File: src/rtl/bus_arbiter_pkg.sv
// Shared definitions for the four-master round-robin bus arbiter.
// Holds the active-low enable levels, the owner and hold-counter types,
// and the helper that turns an owner index into the active-low grant vector.
package bus_arbiter_pkg;

  // Active-low handshake levels used on every req_/grnt_ line.
  localparam logic ENABLE_  = 1'b0;
  localparam logic DISABLE_ = 1'b1;

  typedef logic [1:0] bus_owner_t;

  localparam bus_owner_t BUS_OWNER_MASTER_0 = 2'd0;
  localparam bus_owner_t BUS_OWNER_MASTER_1 = 2'd1;
  localparam bus_owner_t BUS_OWNER_MASTER_2 = 2'd2;
  localparam bus_owner_t BUS_OWNER_MASTER_3 = 2'd3;

  typedef logic [15:0] bus_hold_cnt_t;

  localparam bus_hold_cnt_t BUS_HOLD_CNT_MAX = 16'hFFFF;

  // One-cold grant vector: only the owner's bit is driven to ENABLE_.
  function automatic logic [3:0] grant_decode(input bus_owner_t owner);
    logic [3:0] grnt;
    grnt        = {4{DISABLE_}};
    grnt[owner] = ENABLE_;
    return grnt;
  endfunction

endpackage

File: src/rtl/bus_arb_rr_pick.sv
// Combinational round-robin pick.
// Scans owner+1, owner+2, owner+3 (mod 4) and returns the first master whose
// active-low request is asserted. The current owner itself is never picked.
// Ports:
//   owner_i  current owner index
//   req_n_i  active-low requests, bit i = master i
//   pick_o   next owner candidate (equals owner_i when nothing is found)
//   found_o  high when some other master is requesting
module bus_arb_rr_pick
  import bus_arbiter_pkg::*;
(
  input  bus_owner_t owner_i,
  input  logic [3:0] req_n_i,
  output bus_owner_t pick_o,
  output logic       found_o
);

  bus_owner_t cand1_s;
  bus_owner_t cand2_s;
  bus_owner_t cand3_s;

  // Two-bit addition wraps naturally, so owner 3 scans 0, 1, 2.
  assign cand1_s = owner_i + 2'd1;
  assign cand2_s = owner_i + 2'd2;
  assign cand3_s = owner_i + 2'd3;

  // Priority scan in rotation order starting just after the owner.
  always_comb begin
    pick_o  = owner_i;
    found_o = 1'b0;
    if (req_n_i[cand1_s] == ENABLE_) begin
      pick_o  = cand1_s;
      found_o = 1'b1;
    end else if (req_n_i[cand2_s] == ENABLE_) begin
      pick_o  = cand2_s;
      found_o = 1'b1;
    end else if (req_n_i[cand3_s] == ENABLE_) begin
      pick_o  = cand3_s;
      found_o = 1'b1;
    end else begin
      pick_o  = owner_i;
      found_o = 1'b0;
    end
  end

endmodule

File: src/rtl/bus_arbiter.sv
// Round-robin arbiter for the four masters of the shared system bus.
// The bus is always parked on one owner; ownership rotates when the owner
// releases, and an optional hold limit preempts an owner that keeps the bus
// while others wait.
// Ports:
//   clk                 system clock, rising edge
//   reset               synchronous active-high reset
//   m0_req_..m3_req_    active-low bus requests
//   m0_grnt_..m3_grnt_  active-low grants, exactly one asserted
//   owner               current owner index
//   preempt             one-cycle pulse in the first cycle after a forced handoff
module bus_arbiter
  import bus_arbiter_pkg::*;
#(
  parameter int unsigned HOLD_LIMIT = 256
) (
  input  logic       clk,
  input  logic       reset,
  input  logic       m0_req_,
  input  logic       m1_req_,
  input  logic       m2_req_,
  input  logic       m3_req_,
  output logic       m0_grnt_,
  output logic       m1_grnt_,
  output logic       m2_grnt_,
  output logic       m3_grnt_,
  output logic [1:0] owner,
  output logic       preempt
);

  // A zero limit disables preemption; otherwise the owner is cut off once the
  // counter reaches LIMIT-1, i.e. after exactly LIMIT held cycles.
  localparam logic          PREEMPT_EN  = (HOLD_LIMIT != 0);
  localparam bus_hold_cnt_t HOLD_THRESH = (HOLD_LIMIT == 0) ? 16'd0 : 16'(HOLD_LIMIT - 1);

  bus_owner_t    owner_q,    owner_d;
  bus_hold_cnt_t hold_cnt_q, hold_cnt_d;
  logic          preempt_q,  preempt_d;

  logic [3:0] req_n_s;
  logic       owner_req_s;
  bus_owner_t pick_s;
  logic       found_s;
  logic       preempt_hit_s;

  assign req_n_s     = {m3_req_, m2_req_, m1_req_, m0_req_};
  assign owner_req_s = (req_n_s[owner_q] == ENABLE_);

  // One picker serves both the release and the preempt handoff.
  bus_arb_rr_pick u_pick (
    .owner_i (owner_q),
    .req_n_i (req_n_s),
    .pick_o  (pick_s),
    .found_o (found_s)
  );

  assign preempt_hit_s = PREEMPT_EN && owner_req_s && found_s && (hold_cnt_q >= HOLD_THRESH);

  // Next-state: release handoff, preemption, or hold with saturating count.
  always_comb begin
    owner_d    = owner_q;
    hold_cnt_d = hold_cnt_q;
    preempt_d  = 1'b0;
    if (!owner_req_s) begin
      hold_cnt_d = 16'd0;
      if (found_s) begin
        owner_d = pick_s;
      end else begin
        owner_d = owner_q;
      end
    end else if (preempt_hit_s) begin
      owner_d    = pick_s;
      hold_cnt_d = 16'd0;
      preempt_d  = 1'b1;
    end else if (hold_cnt_q != BUS_HOLD_CNT_MAX) begin
      hold_cnt_d = hold_cnt_q + 16'd1;
    end else begin
      hold_cnt_d = hold_cnt_q;
    end
  end

  // State registers; reset overrides any arbitration on the same edge.
  always_ff @(posedge clk) begin
    if (reset) begin
      owner_q    <= BUS_OWNER_MASTER_0;
      hold_cnt_q <= 16'd0;
      preempt_q  <= 1'b0;
    end else begin
      owner_q    <= owner_d;
      hold_cnt_q <= hold_cnt_d;
      preempt_q  <= preempt_d;
    end
  end

  // Grants come straight from the owner register, so they only change at clk.
  assign {m3_grnt_, m2_grnt_, m1_grnt_, m0_grnt_} = grant_decode(owner_q);
  assign owner   = owner_q;
  assign preempt = preempt_q;

endmodule

File: config.mk
export PLATFORM = sky130hd
export DESIGN_NAME = bus_arbiter
export DESIGN_NICKNAME = d
export VERILOG_FILES = /design/src/rtl/bus_arbiter_pkg.sv /design/src/rtl/bus_arb_rr_pick.sv /design/src/rtl/bus_arbiter.sv
export SDC_FILE = /design/constraint.sdc
export NUM_CORES = 1
export LEC_CHECK = 0
export BUFFER_PORTS_ARGS = -buffer_cell sky130_fd_sc_hd__buf_2
export CAP_MARGIN = 20
export CORE_MARGIN = 2
export CORE_UTILIZATION = 40
export CTS_CLUSTER_DIAMETER = 40
export DETAILED_ROUTE_END_ITERATION = 7
export MAX_ROUTING_LAYER = met4
export PLACE_DENSITY = 0.57
export SLEW_MARGIN = 20
export SYNTH_ARGS = -nofsm -noshare
export SYNTH_HDL_FRONTEND = slang
export SYNTH_HIERARCHICAL = 1
export SYNTH_SLANG_ARGS = --single-unit
File: constraint.sdc
create_clock -name clk -period 1.75 [get_ports clk]
set_clock_uncertainty 0.05 [all_clocks]
set_input_delay 0.525 -clock clk [delete_from_list [all_inputs] [get_ports clk]]
set_output_delay 0.525 -clock clk [all_outputs]
set_load 0.05 [all_outputs]
After elaboration in Yosys (flattened, before gate mapping)
Cells that the tools add are included.

operators by class
  bitwise logic cells = 2
  multiplexer cells = 20
  magnitude comparators = 6
  reductions and logical operators = 7
  add/subtract/negate cells = 4
  equal/unequal tests = 2

operators with widths
  kind                                                                                  number
  16-bit by 1-bit adder with 16-bit output, second input constant                       1
  16-bit by 8-bit greater-or-equal comparator with 1-bit output, second input constant  1
  16-bit != test, second input constant                                                 1
  2-bit by 3-bit less-than comparator with 1-bit output, second input constant          4
  2-bit 2-to-1 mux                                                                      6
  1-bit 2-to-1 mux                                                                      9
  1-bit binary-select mux with 2-bit select                                             4
  2-bit adder, second input constant                                                    2
  4-bit inverter                                                                        1
  1-bit logical AND                                                                     3
  3-bit OR reduction                                                                    1
  2-bit by 1-bit adder with 2-bit output, second input constant                         1
  1-bit demux with 2-bit select                                                         1
  2-bit by 1-bit greater-or-equal comparator with 1-bit output, second input constant   1
  2-bit != test, second input constant                                                  1
  2-bit AND reduction                                                                   1
  2-bit nonzero test                                                                    1
  2-bit OR reduction                                                                    1
  1-bit inverter                                                                        1

storage, ports and cells
  bits in registers = 19
  word-level logic and storage cells = 44

Depth between registers and ports, before layout
Gate-level depths: netlist of the first run.

  word-level depth = 10
  gate-level depth with buffers = 8
  mapped depth without buffers = 6

Cells and area by module
The synthesis of the first run kept the hierarchy.

by module, submodules not included
  module           sequential area each (um2)  times used  cells each  area each (um2)
  bus_arbiter      380.4                       1           112         960.9
  bus_arb_rr_pick  0.0                         1           21          122.6

Worst setup path after synthesis of the first run
OpenSTA, ideal clock, no wires.

  path kind = reg-to-reg
  start point = register owner_q[0], in the netlist owner[0]
  end point = register owner_q[0], in the netlist owner[0]
  buffers on the path = 0
  library setup time = 0.117 ns
  arrival time = 1.925 ns
  stages on the path, launching flop included = 5
  slack = -0.342 ns
  period minus slack after synthesis = 2.092 ns
  data required time = 1.583 ns
  cells stage by stage = dfxtp_1 > mux4_2 > o31ai_2 > mux2i_1 > nor2_1

between the ends
  cells in the longest elaborated chain, start to end = 10

RTL lines
  item                                       line                   source
  start, declared                            bus_arbiter.sv:36      bus_owner_t owner_q, owner_d;
  start signal, assigned                     bus_arbiter.sv:89      owner_q <= owner_d;
  2-bit adder                                bus_arb_rr_pick.sv:25  assign cand3_s = owner_i + 2'd3;
  1-bit binary-select mux with 2-bit select  bus_arb_rr_pick.sv:37  end else if (req_n_i[cand3_s] == ENABLE_) begin
  1-bit 2-to-1 mux (implied by the code)     bus_arb_rr_pick.sv:37
  1-bit 2-to-1 mux                           bus_arb_rr_pick.sv:37
  1-bit 2-to-1 mux                           bus_arb_rr_pick.sv:34  end else if (req_n_i[cand2_s] == ENABLE_) begin
  1-bit 2-to-1 mux                           bus_arb_rr_pick.sv:31  if (req_n_i[cand1_s] == ENABLE_) begin
  1-bit logical AND (2 in series)            bus_arbiter.sv:57      assign preempt_hit_s = PREEMPT_EN && owner_req_s && found_s && (hold_cnt_q >= HOLD_THRESH);
  2-bit nonzero test (no line)               --
  2-bit AND reduction (no line)              --

Parallel ways exist; a longest one is shown, timed or not. The select of a mux whose other input is x is not followed.
A chain may end at the register's enable or synchronous reset.

Worst setup path after layout of the first run
  start point = register owner_q[0], in the netlist owner[0]
  end point = output m0_grnt_

between the ends
  cells in the longest elaborated chain, start to end = 5

RTL lines
  item                                                                                                                                                         line                   source
  2-bit by 3-bit less-than comparator with 1-bit output (implied by the code) or 2-bit by 1-bit greater-or-equal comparator with 1-bit output (tied branches)  bus_arbiter_pkg.sv:25  grnt[owner] = ENABLE_;
  1-bit logical AND (implied by the code)                                                                                                                      bus_arbiter_pkg.sv:25
  1-bit 2-to-1 mux (implied by the code)                                                                                                                       bus_arbiter_pkg.sv:25
  1-bit demux with 2-bit select *                                                                                                                              bus_arbiter_pkg.sv:25
  4-bit inverter (no line) *                                                                                                                                   --
  end, declared                                                                                                                                                bus_arbiter.sv:23      output logic m0_grnt_,

Mark *: on every way between the ends. The rest lies on a longest branch, timed or not.

==> results.py, run 1 <==
metrics = {
    "placed_design": {
        "gp_congestion": 0.856,
        "dp_slack_ns": -0.174,
        "placedInstanceArea_um2": 1330,
        "port_buffers": 12,
        "dp_hpwl_um": 1950,
        "dp_cells": 190,
    },
    "yosys": {
        "async_reset_ff_frac": 0,
        "synth.avg_cell_area_um2": 8.15,
        "syn_area_um2": 1080,
        "synthTopCellsByCount": "21 x nor2_1, 19 x dfxtp_1, 12 x nand2_1",
        "synth_nets": 140,
        "netlist_top_cells_area": "dfxtp_1 35%, nor2_1 7.3%, nand3_1 5.1%",
        "ys_seq_area_frac": 0.351,
        "ys_warn_count": 6,
        "synthFlopType": "dfxtp_1",
        "ys_seq_elements": 19,
        "synth-edff-count": 0,
        "syn_inst": 133,
        "post-synth-top-area-cell": "dfxtp_1",
        "synth_top_area_frac": 0.351,
        "yosysUniqueCellTypes": 39,
        "synth.most_common_cell": "nor2_1",
    },
    "routing": {
        "via_per_inst": 5.44,
        "dr.pass1.iters": 4,
        "ant_nets": 0,
        "drt-initial-drc-count": 20,
        "avgRoutedWirePerCell_um": 12.9,
        "wl_um": 2540,
        "drc": 0,
        "vias": 1072,
    },
    "sta": {
        "finalHoldViolations": 0,
        "relSlewSlack": 0.771,
        "max_freq_mhz": 583,
        "timing.final.ws_setup_ns": 0.0361,
        "finalCriticalPeriod_ns": 1.71,
        "rsz0062_at_grt": "yes",
        "finalSetupViolations": 0,
        "finalCritPeriodShare": 0.979,
        "tightest_slew_ns": 0.343,
        "drv_slew": 0,
    },
    "cts": {
        "cts_hold_buf": 0,
        "clock-sinks": 19,
        "h-tree-depth": 1,
        "root_buffer": "clkbuf_4",
        "clk_pin_slew_ns": 0.11,
        "cts_max_path_buffers": 2,
        "worst_skew_pair.late_latency_ns": 0.29,
        "cts_buffers": 3,
        "tritoncts": "built",
    },
    "layout": {
        "area_growth_pct": 30.3,
        "regArea_um2": 394,
        "design_area_um2": 1410,
        "n_antenna_cell": 0,
        "final_cell_count_no_fill": 197,
        "nets": 175,
        "drive_gt1_frac": 0.329,
        "fin_util": 0.560,
        "multi_input_area_um2": 701,
        "fill_cells": 251,
    },
    "power": {
        "power.density_nw_per_um2": 800,
        "p_leak_uw": 0.000531,
        "fin_total_pwr_uw": 1130,
        "peakVddDrop_mv": 0.572,
    },
    "die": {
        "start_util": 0.430,
        "die_w_um": 56.0,
        "die_h_um": 56.0,
        "core_um2": 2520,
        "io_pins": 13,
        "rows": 18,
        "fp.dieArea_um2": 3140,
    },
    "setup_path": {
        "crit_buf_inv": 1,
        "crit_arrival_ns": 1.14,
        "crit_type": "flop to output pin",
        "critPathMaxFanout": 7,
        "start_kind": "flop",
        "max_stage_delay_ns": 0.38,
        "slowest_stage": "dfxtp_4",
        "cp_top_family": "flip-flops",
        "end_kind": "output pin",
        "cp.required_ns": 1.17,
        "cp_cell_sequence": "or2_2 > buf_8",
    },
    "global_route": {
        "first_global_vias": 1005,
        "antenna_found_initial": 0,
        "grtUsageTotal": 0.177,
        "grt_pass1_wl_um": 4400,
        "grt.overflow.total": 0,
        "grt_start_max_net_pins": 16,
    },
    "run": {
        "max_cap_viol_count": 0,
    },
    "status": {
        "outcome": "completed",
    },
    "worst_hold_path": {
        "min_path_type": "primary input to flop",
    },
}
## worst reg2reg max path: cells and delay by family, from the launching register on
family	cells	cell delay [ns]
mux	2	0.79
simple gates	1	0.05
flops	1	0.40
compound gates	1	0.32
## cell usage in the layout, fill, tap and decap left out, drive strengths merged
cell type,instances
o2111ai,1
buf,33
mux2i,4
o221ai,1
or4,1
clkbuf,3
o21ai,5
nor3,7
nand4,6
xor2,5
o211ai,1
o2111a,1
o311a,1
and2,1
nor2b,1
nor4,2
o2bb2ai,1
ha,1
and4,2
inv,3
and3,3
nand2,12
xnor2,1
mux4,1
o31ai,1
nand2b,4
dfxtp,19
clkinv,1
a21oi,5
nor2,22
nand3b,1
a311oi,2
nand3,11
o31a,1
or2,1
a31oi,2
## logic make-up (layout without fill, tap and decap cells)
group,Yosys count,after routing,synth area share
AND/OR/NAND/NOR,74,74,0.355
buffers and inverters,6,40,0.0323
AO/OA/AOI/OAI,22,22,0.144
XOR/XNOR,6,6,0.0485
multiplexers,5,5,0.0577
flip-flops,19,19,0.351
adder cells (fa/ha/maj),1,1,0.0115
## metal layers
metal	track usage	share of wire
met5	-	0
met4	0.0544	0.0075
met3	0.0233	0.024
met2	0.287	0.49
met1	0.228	0.48
## stage by stage
step	setup TNS [ns]	hold slack [ns]
2_1_floorplan	0	0.417
3_3_place_gp	-0.573	0.457
3_5_place_dp	-0.992	0.462
4_1_cts	0	0.360
5_1_grt	-0.0259	0.374
6_report	0	0.373
## report_power, final
group	internal, uW	switching [uW]
combinational	179	242
sequential	456	29.3
clock	84.9	138
## timing repair
action                                  in CTS  in global routing
endpoints found under the hold margin        0                  0
pin swaps                                    0                  2
endpoints found under the setup margin       2                  9
gates resized for setup                      3                  7
setup buffers                                2                  2
## worst paths after layout
check	startpoint	endpoint	slack (ns)	cells after the start
max reg2reg	owner[0]$_SDFFE_PP0P_	owner[1]$_SDFFE_PP0P_	0.06	4
min reg2reg	hold_cnt_q[10]$_SDFFE_PP0P_	hold_cnt_q[10]$_SDFFE_PP0P_	0.48	1
max	owner[0]$_SDFFE_PP0P_	m0_grnt_	0.04	2
min	reset	owner[1]$_SDFFE_PP0P_	0.37	2
## cell type report
| type | count | share of cell area |
|---|---|---|
| Timing Repair Buffer | 33 | 0.170 |
| Inverter | 3 | 0.00798 |
| Multi-Input combinational cell | 108 | 0.496 |
| Clock inverter | 1 | 0.00355 |
| Tap cell | 30 | 0.0266 |
| Sequential cell | 19 | 0.279 |
| Clock buffer | 3 | 0.0160 |
## registers in the layout, summed over array words and instances, names as in the netlist
signal      cells
hold_cnt_q     16
owner           2
preempt         1
Power figures use the tool's default switching activity.
==> inputs of run 2 (changes only) <==
GPL_ROUTABILITY_DRIVEN = 0   (was unset)
PLACE_DENSITY = 0.54   (was 0.57)
clock period = 1.8 ns   (was 1.75 ns; I/O delays follow)
==> run 2 against run 1 <==
Non-clock buffer count is 4 higher; critical path depth did not move; via count rose by 5.2%; routed wire length up 6.5%; critical path type unchanged; setup slack improved by 0.0080 ns; register-to-register slack better by 0.06 ns; highest routed layer unchanged; die area stayed put; combinational power fell by 1%; clock power is 4% higher; utilization is 0.50 points higher; sequential share of layout area is essentially flat.
==> results.py, run 2 (synthesis gave the netlist of run 1 again) <==
metrics = {
    "sta": {
        "tightest_slew_ns": 0.329,
        "rsz0062_at_grt": "no",
        "finalCriticalPeriod_ns": 1.76,
        "max_freq_mhz": 569,
        "finalSetupViolations": 0,
        "relSlewSlack": 0.778,
        "fin_tns_setup_ns": 0,
        "finalHoldViolations": 0,
        "drv_slew": 0,
        "timing.final.ws_setup_ns": 0.0440,
        "finalCritPeriodShare": 0.976,
    },
    "routing": {
        "ant_nets": 0,
        "vias": 1128,
        "avgRoutedWirePerCell_um": 13.5,
        "via_per_inst": 5.61,
        "drt-initial-drc-count": 36,
        "drc": 0,
        "wl_um": 2710,
        "dr.pass1.iters": 4,
    },
    "layout": {
        "nets": 179,
        "n_antenna_cell": 0,
        "largest_register_ffs": 16,
        "drive_gt1_frac": 0.357,
        "area_growth_pct": 31.4,
        "layout_common_cells": "24 x buf_4, 20 x nor2_1, 11 x nand2_1, 11 x nand3_1, 11 x buf_2",
        "top_register": "hold_cnt_q",
        "mostFrequentLayoutCell": "buf_4",
    },
    "global_route": {
        "antenna_found_initial": 0,
        "grt.overflow.total": 0,
        "grt_pass1_wl_um": 4430,
        "first_global_vias": 1019,
        "grt_start_max_net_pins": 16,
        "grtUsageTotal": 0.182,
    },
    "cts": {
        "clock-sinks": 19,
        "cts_buffers": 3,
        "tritoncts": "built",
        "clk_pin_slew_ns": 0.13,
        "h-tree-depth": 1,
        "cts_hold_buf": 0,
        "worst_skew_pair.late_latency_ns": 0.31,
        "cts_max_path_buffers": 2,
        "root_buffer": "clkbuf_4",
    },
    "status": {
        "outcome": "completed",
    },
    "power": {
        "p_leak_uw": 0.000543,
        "power.density_nw_per_um2": 787,
        "peakVddDrop_mv": 0.562,
    },
    "die": {
        "rows": 18,
        "die_h_um": 56.0,
        "io_pins": 13,
        "core_um2": 2520,
        "die_w_um": 56.0,
        "fp.dieArea_um2": 3140,
        "start_util": 0.430,
    },
    "setup_path": {
        "crit_arrival_ns": 1.17,
        "start_kind": "flop",
        "cp_top_family": "flip-flops",
        "cp_cell_sequence": "or2_2 > buf_8",
        "end_kind": "output pin",
        "slowest_stage": "dfxtp_4",
        "crit_type": "flop to output pin",
        "cp.required_ns": 1.21,
        "crit_buf_inv": 1,
        "max_stage_delay_ns": 0.39,
        "critPathMaxFanout": 6,
    },
    "placed_design": {
        "port_buffers": 12,
        "dp_slack_ns": -0.175,
        "dp_hpwl_um": 2060,
    },
    "run": {
        "max_cap_viol_count": 0,
    },
    "worst_hold_path": {
        "min_path_type": "primary input to flop",
    },
}
-- run 2: cell types whose count changed in the layout (fill, tap and decap cells not counted), moves of 2 or more --
cell | before | now
dfxtp_2 | 5 | 8
a311oi_1 | 0 | 2
dfxtp_1 | 12 | 9
buf_4 | 20 | 24
a311oi_2 | 2 | 0
-- run 2: metal layers --
metal  vias to the layer above  wire length, um  track usage
met4                         0               59       0.0578
met1                       528             1220        0.215
met2                        23             1340        0.301
met5                         -                0            -
li1                        569                -            -
met3                         8               83       0.0465
-- run 2: final cells by class --
type / instances / area (um^2)
Tap cell: 30 / 37.5
Clock inverter: 1 / 7.51
Timing Repair Buffer: 37 / 255
Sequential cell: 19 / 398
Fill cell: 246 / 1100
Multi-Input combinational cell: 108 / 692
Clock buffer: 3 / 22.5
Inverter: 3 / 11.3
-- run 2: worst paths after layout --
| kind | start | slack, ns | cells after the start | to |
|---|---|---|---|---|
| worst max-delay path | owner[0]$_SDFFE_PP0P_ | 0.04 | 2 | m0_grnt_ |
| worst min-delay path | reset | 0.38 | 2 | owner[0]$_SDFFE_PP0P_ |
| worst max register to register | hold_cnt_q[5]$_SDFFE_PP0P_ | 0.12 | 5 | hold_cnt_q[4]$_SDFFE_PP0P_ |
| worst min register to register | hold_cnt_q[10]$_SDFFE_PP0P_ | 0.47 | 1 | hold_cnt_q[10]$_SDFFE_PP0P_ |
-- run 2: what timing repair did --
action | 4_1_cts | 5_1_grt
buffers inserted | 0 | 6
pin swaps | 0 | 1
endpoints found under the hold margin | 0 | 0
resized for setup | 4 | 10
setup endpoints to repair | 2 | 16
-- run 2: power breakdown --
part | internal (uW) | leakage [uW] | switching (uW)
sequential | 444 | 0.000159 | 28.4
combinational | 179 | 0.000371 | 238
clock | 84.8 | 0.0000139 | 147
total | 707 | 0.000543 | 414
-- run 2: metrics by stage --
step           instance area (um^2)  hold WS, ns  utilization  cells  total power, uW
2_1_floorplan                  1100        0.417            -    133              732
3_3_place_gp                   1330        0.446        0.526    192              833
3_5_place_dp                   1330        0.452        0.526    192              840
4_1_cts                        1360        0.368        0.540    195             1090
5_1_grt                        1420        0.376        0.564    201             1170
6_report                       1420        0.385        0.564    201             1120
==> inputs of run 3 (changes only) <==
CORE_ASPECT_RATIO = 1.25   (was unset)
GPL_ROUTABILITY_DRIVEN = unset   (was 0)
MAX_ROUTING_LAYER = unset   (was met4)
==> run 3 against run 2 <==
Routed wire length shrank 10%; clock power decreased by 7%; count of clock-buffer cells in the layout is 1 higher; via count down 4.2%; cell count fell by 1.5%; sequential power hardly changed; die area is essentially flat; design area decreased by 2.5%; critical path type unchanged; critical endpoint unchanged; largest cell class unchanged; largest power group unchanged.
==> results.py, run 3 (synthesis gave the netlist of run 1 again) <==
metrics = {
    "routing": {
        "drc": 0,
        "wl_um": 2430,
        "dr.pass1.iters": 4,
        "vias": 1081,
        "ant_nets": 0,
        "avgRoutedWirePerCell_um": 12.2,
        "drt-initial-drc-count": 37,
        "via_per_inst": 5.46,
    },
    "power": {
        "peakVddDrop_mv": 0.441,
        "power.density_nw_per_um2": 782,
        "p_leak_uw": 0.000510,
        "fin_total_pwr_uw": 1090,
    },
    "setup_path": {
        "reg2reg_depth": 5,
        "cp.required_ns": 1.21,
        "critPathMaxFanout": 12,
        "start_kind": "flop",
        "end_kind": "output pin",
        "crit_arrival_ns": 1.18,
        "crit_type": "flop to output pin",
    },
    "worst_hold_path": {
        "hold_depth": 2,
        "min_path_type": "primary input to flop",
    },
    "global_route": {
        "grtUsageTotal": 0.169,
        "grt.overflow.total": 0,
        "grt_start_max_net_pins": 16,
        "antenna_found_initial": 0,
        "first_global_vias": 1008,
        "grt_pass1_wl_um": 4220,
    },
    "cts": {
        "tritoncts": "built",
        "h-tree-depth": 1,
        "clk_pin_slew_ns": 0.10,
        "root_buffer": "clkbuf_4",
        "worst_skew_pair.late_latency_ns": 0.29,
        "cts_max_path_buffers": 2,
        "cts_buffers": 3,
        "clock-sinks": 19,
    },
    "layout": {
        "area_growth_pct": 28.1,
        "multi_input_area_um2": 707,
        "fill_cells": 267,
        "layout_common_cells": "20 x nor2_1, 17 x buf_4, 14 x dfxtp_1, 12 x nand2_1",
        "top_register": "hold_cnt_q",
        "n_antenna_cell": 0,
        "nets": 172,
        "regArea_um2": 392,
        "drive_gt1_frac": 0.293,
        "mostFrequentLayoutCell": "nor2_1",
        "largest_register_ffs": 16,
    },
    "die": {
        "core_um2": 2630,
        "start_util": 0.412,
        "die_h_um": 62.2,
        "io_pins": 13,
        "die_w_um": 50.6,
        "fp.dieArea_um2": 3140,
        "rows": 21,
    },
    "sta": {
        "finalCriticalPeriod_ns": 1.77,
        "max_freq_mhz": 564,
        "finalHoldViolations": 0,
        "finalCritPeriodShare": 0.985,
        "rsz0062_at_grt": "yes",
        "fin_tns_setup_ns": 0,
        "finalSetupViolations": 0,
        "relSlewSlack": 0.751,
        "tightest_slew_ns": 0.372,
        "drv_slew": 0,
    },
    "run": {
        "max_cap_viol_count": 0,
    },
    "placed_design": {
        "gp_congestion": 0.868,
        "port_buffers": 12,
        "dp_hpwl_um": 1870,
    },
    "status": {
        "outcome": "completed",
    },
}
run 3: power by group:
part / internal [uW] / switching [uW] / total (uW)
combinational: 166 / 232 / 398
clock: 86.2 / 129 / 215
sequential: 443 / 28.8 / 472
total: 696 / 389 / 1090
run 3: final timing paths:
check	start	endpoint	slack, ns
max	owner[0]$_SDFFE_PP0P_	m0_grnt_	0.03
min	reset	owner[0]$_SDFFE_PP0P_	0.39
max reg2reg	hold_cnt_q[14]$_SDFFE_PP0P_	hold_cnt_q[9]$_SDFFE_PP0P_	0.07
min reg2reg	hold_cnt_q[10]$_SDFFE_PP0P_	hold_cnt_q[10]$_SDFFE_PP0P_	0.50
run 3: area by class of cell:
cell class                 count  area share
inverter                       3     0.00812
sequential                    19       0.282
clock buffer                   4      0.0189
multi-input combinational    108       0.509
tap                           34      0.0307
timing repair buffer          30       0.151
run 3: critical path: stages, from the launching register on:
cell	delay (ns)
dfxtp_4	0.36
buf_6	0.13
or2_4	0.25
buf_8	0.15
run 3: metal layers:
layer	track usage	vias up	wire length [um]
li1	-	552	-
met1	0.215	493	1050
met2	0.281	28	1230
met3	0.0313	8	85
met4	0.0608	0	58
met5	0	-	0
run 3: per-stage QoR:
stage	std cells	instance area (um^2)	utilization	setup slack, ns	hold slack [ns]
floorplan	133	1100	-	0.00380	0.417
global placement	193	1310	0.498	-0.0752	0.440
detailed placement	193	1310	0.498	-0.120	0.458
CTS	198	1360	0.517	0.0186	0.379
global route	198	1390	0.528	-0.0423	0.398
finish	198	1390	0.528	0.0277	0.395
run 3: what timing repair did:
item	in CTS	in global routing
resized for setup	5	7
gates cloned	0	0
setup endpoints to repair	1	9
hold buffers	0	0
buffers inserted	1	0
pin swaps	0	1
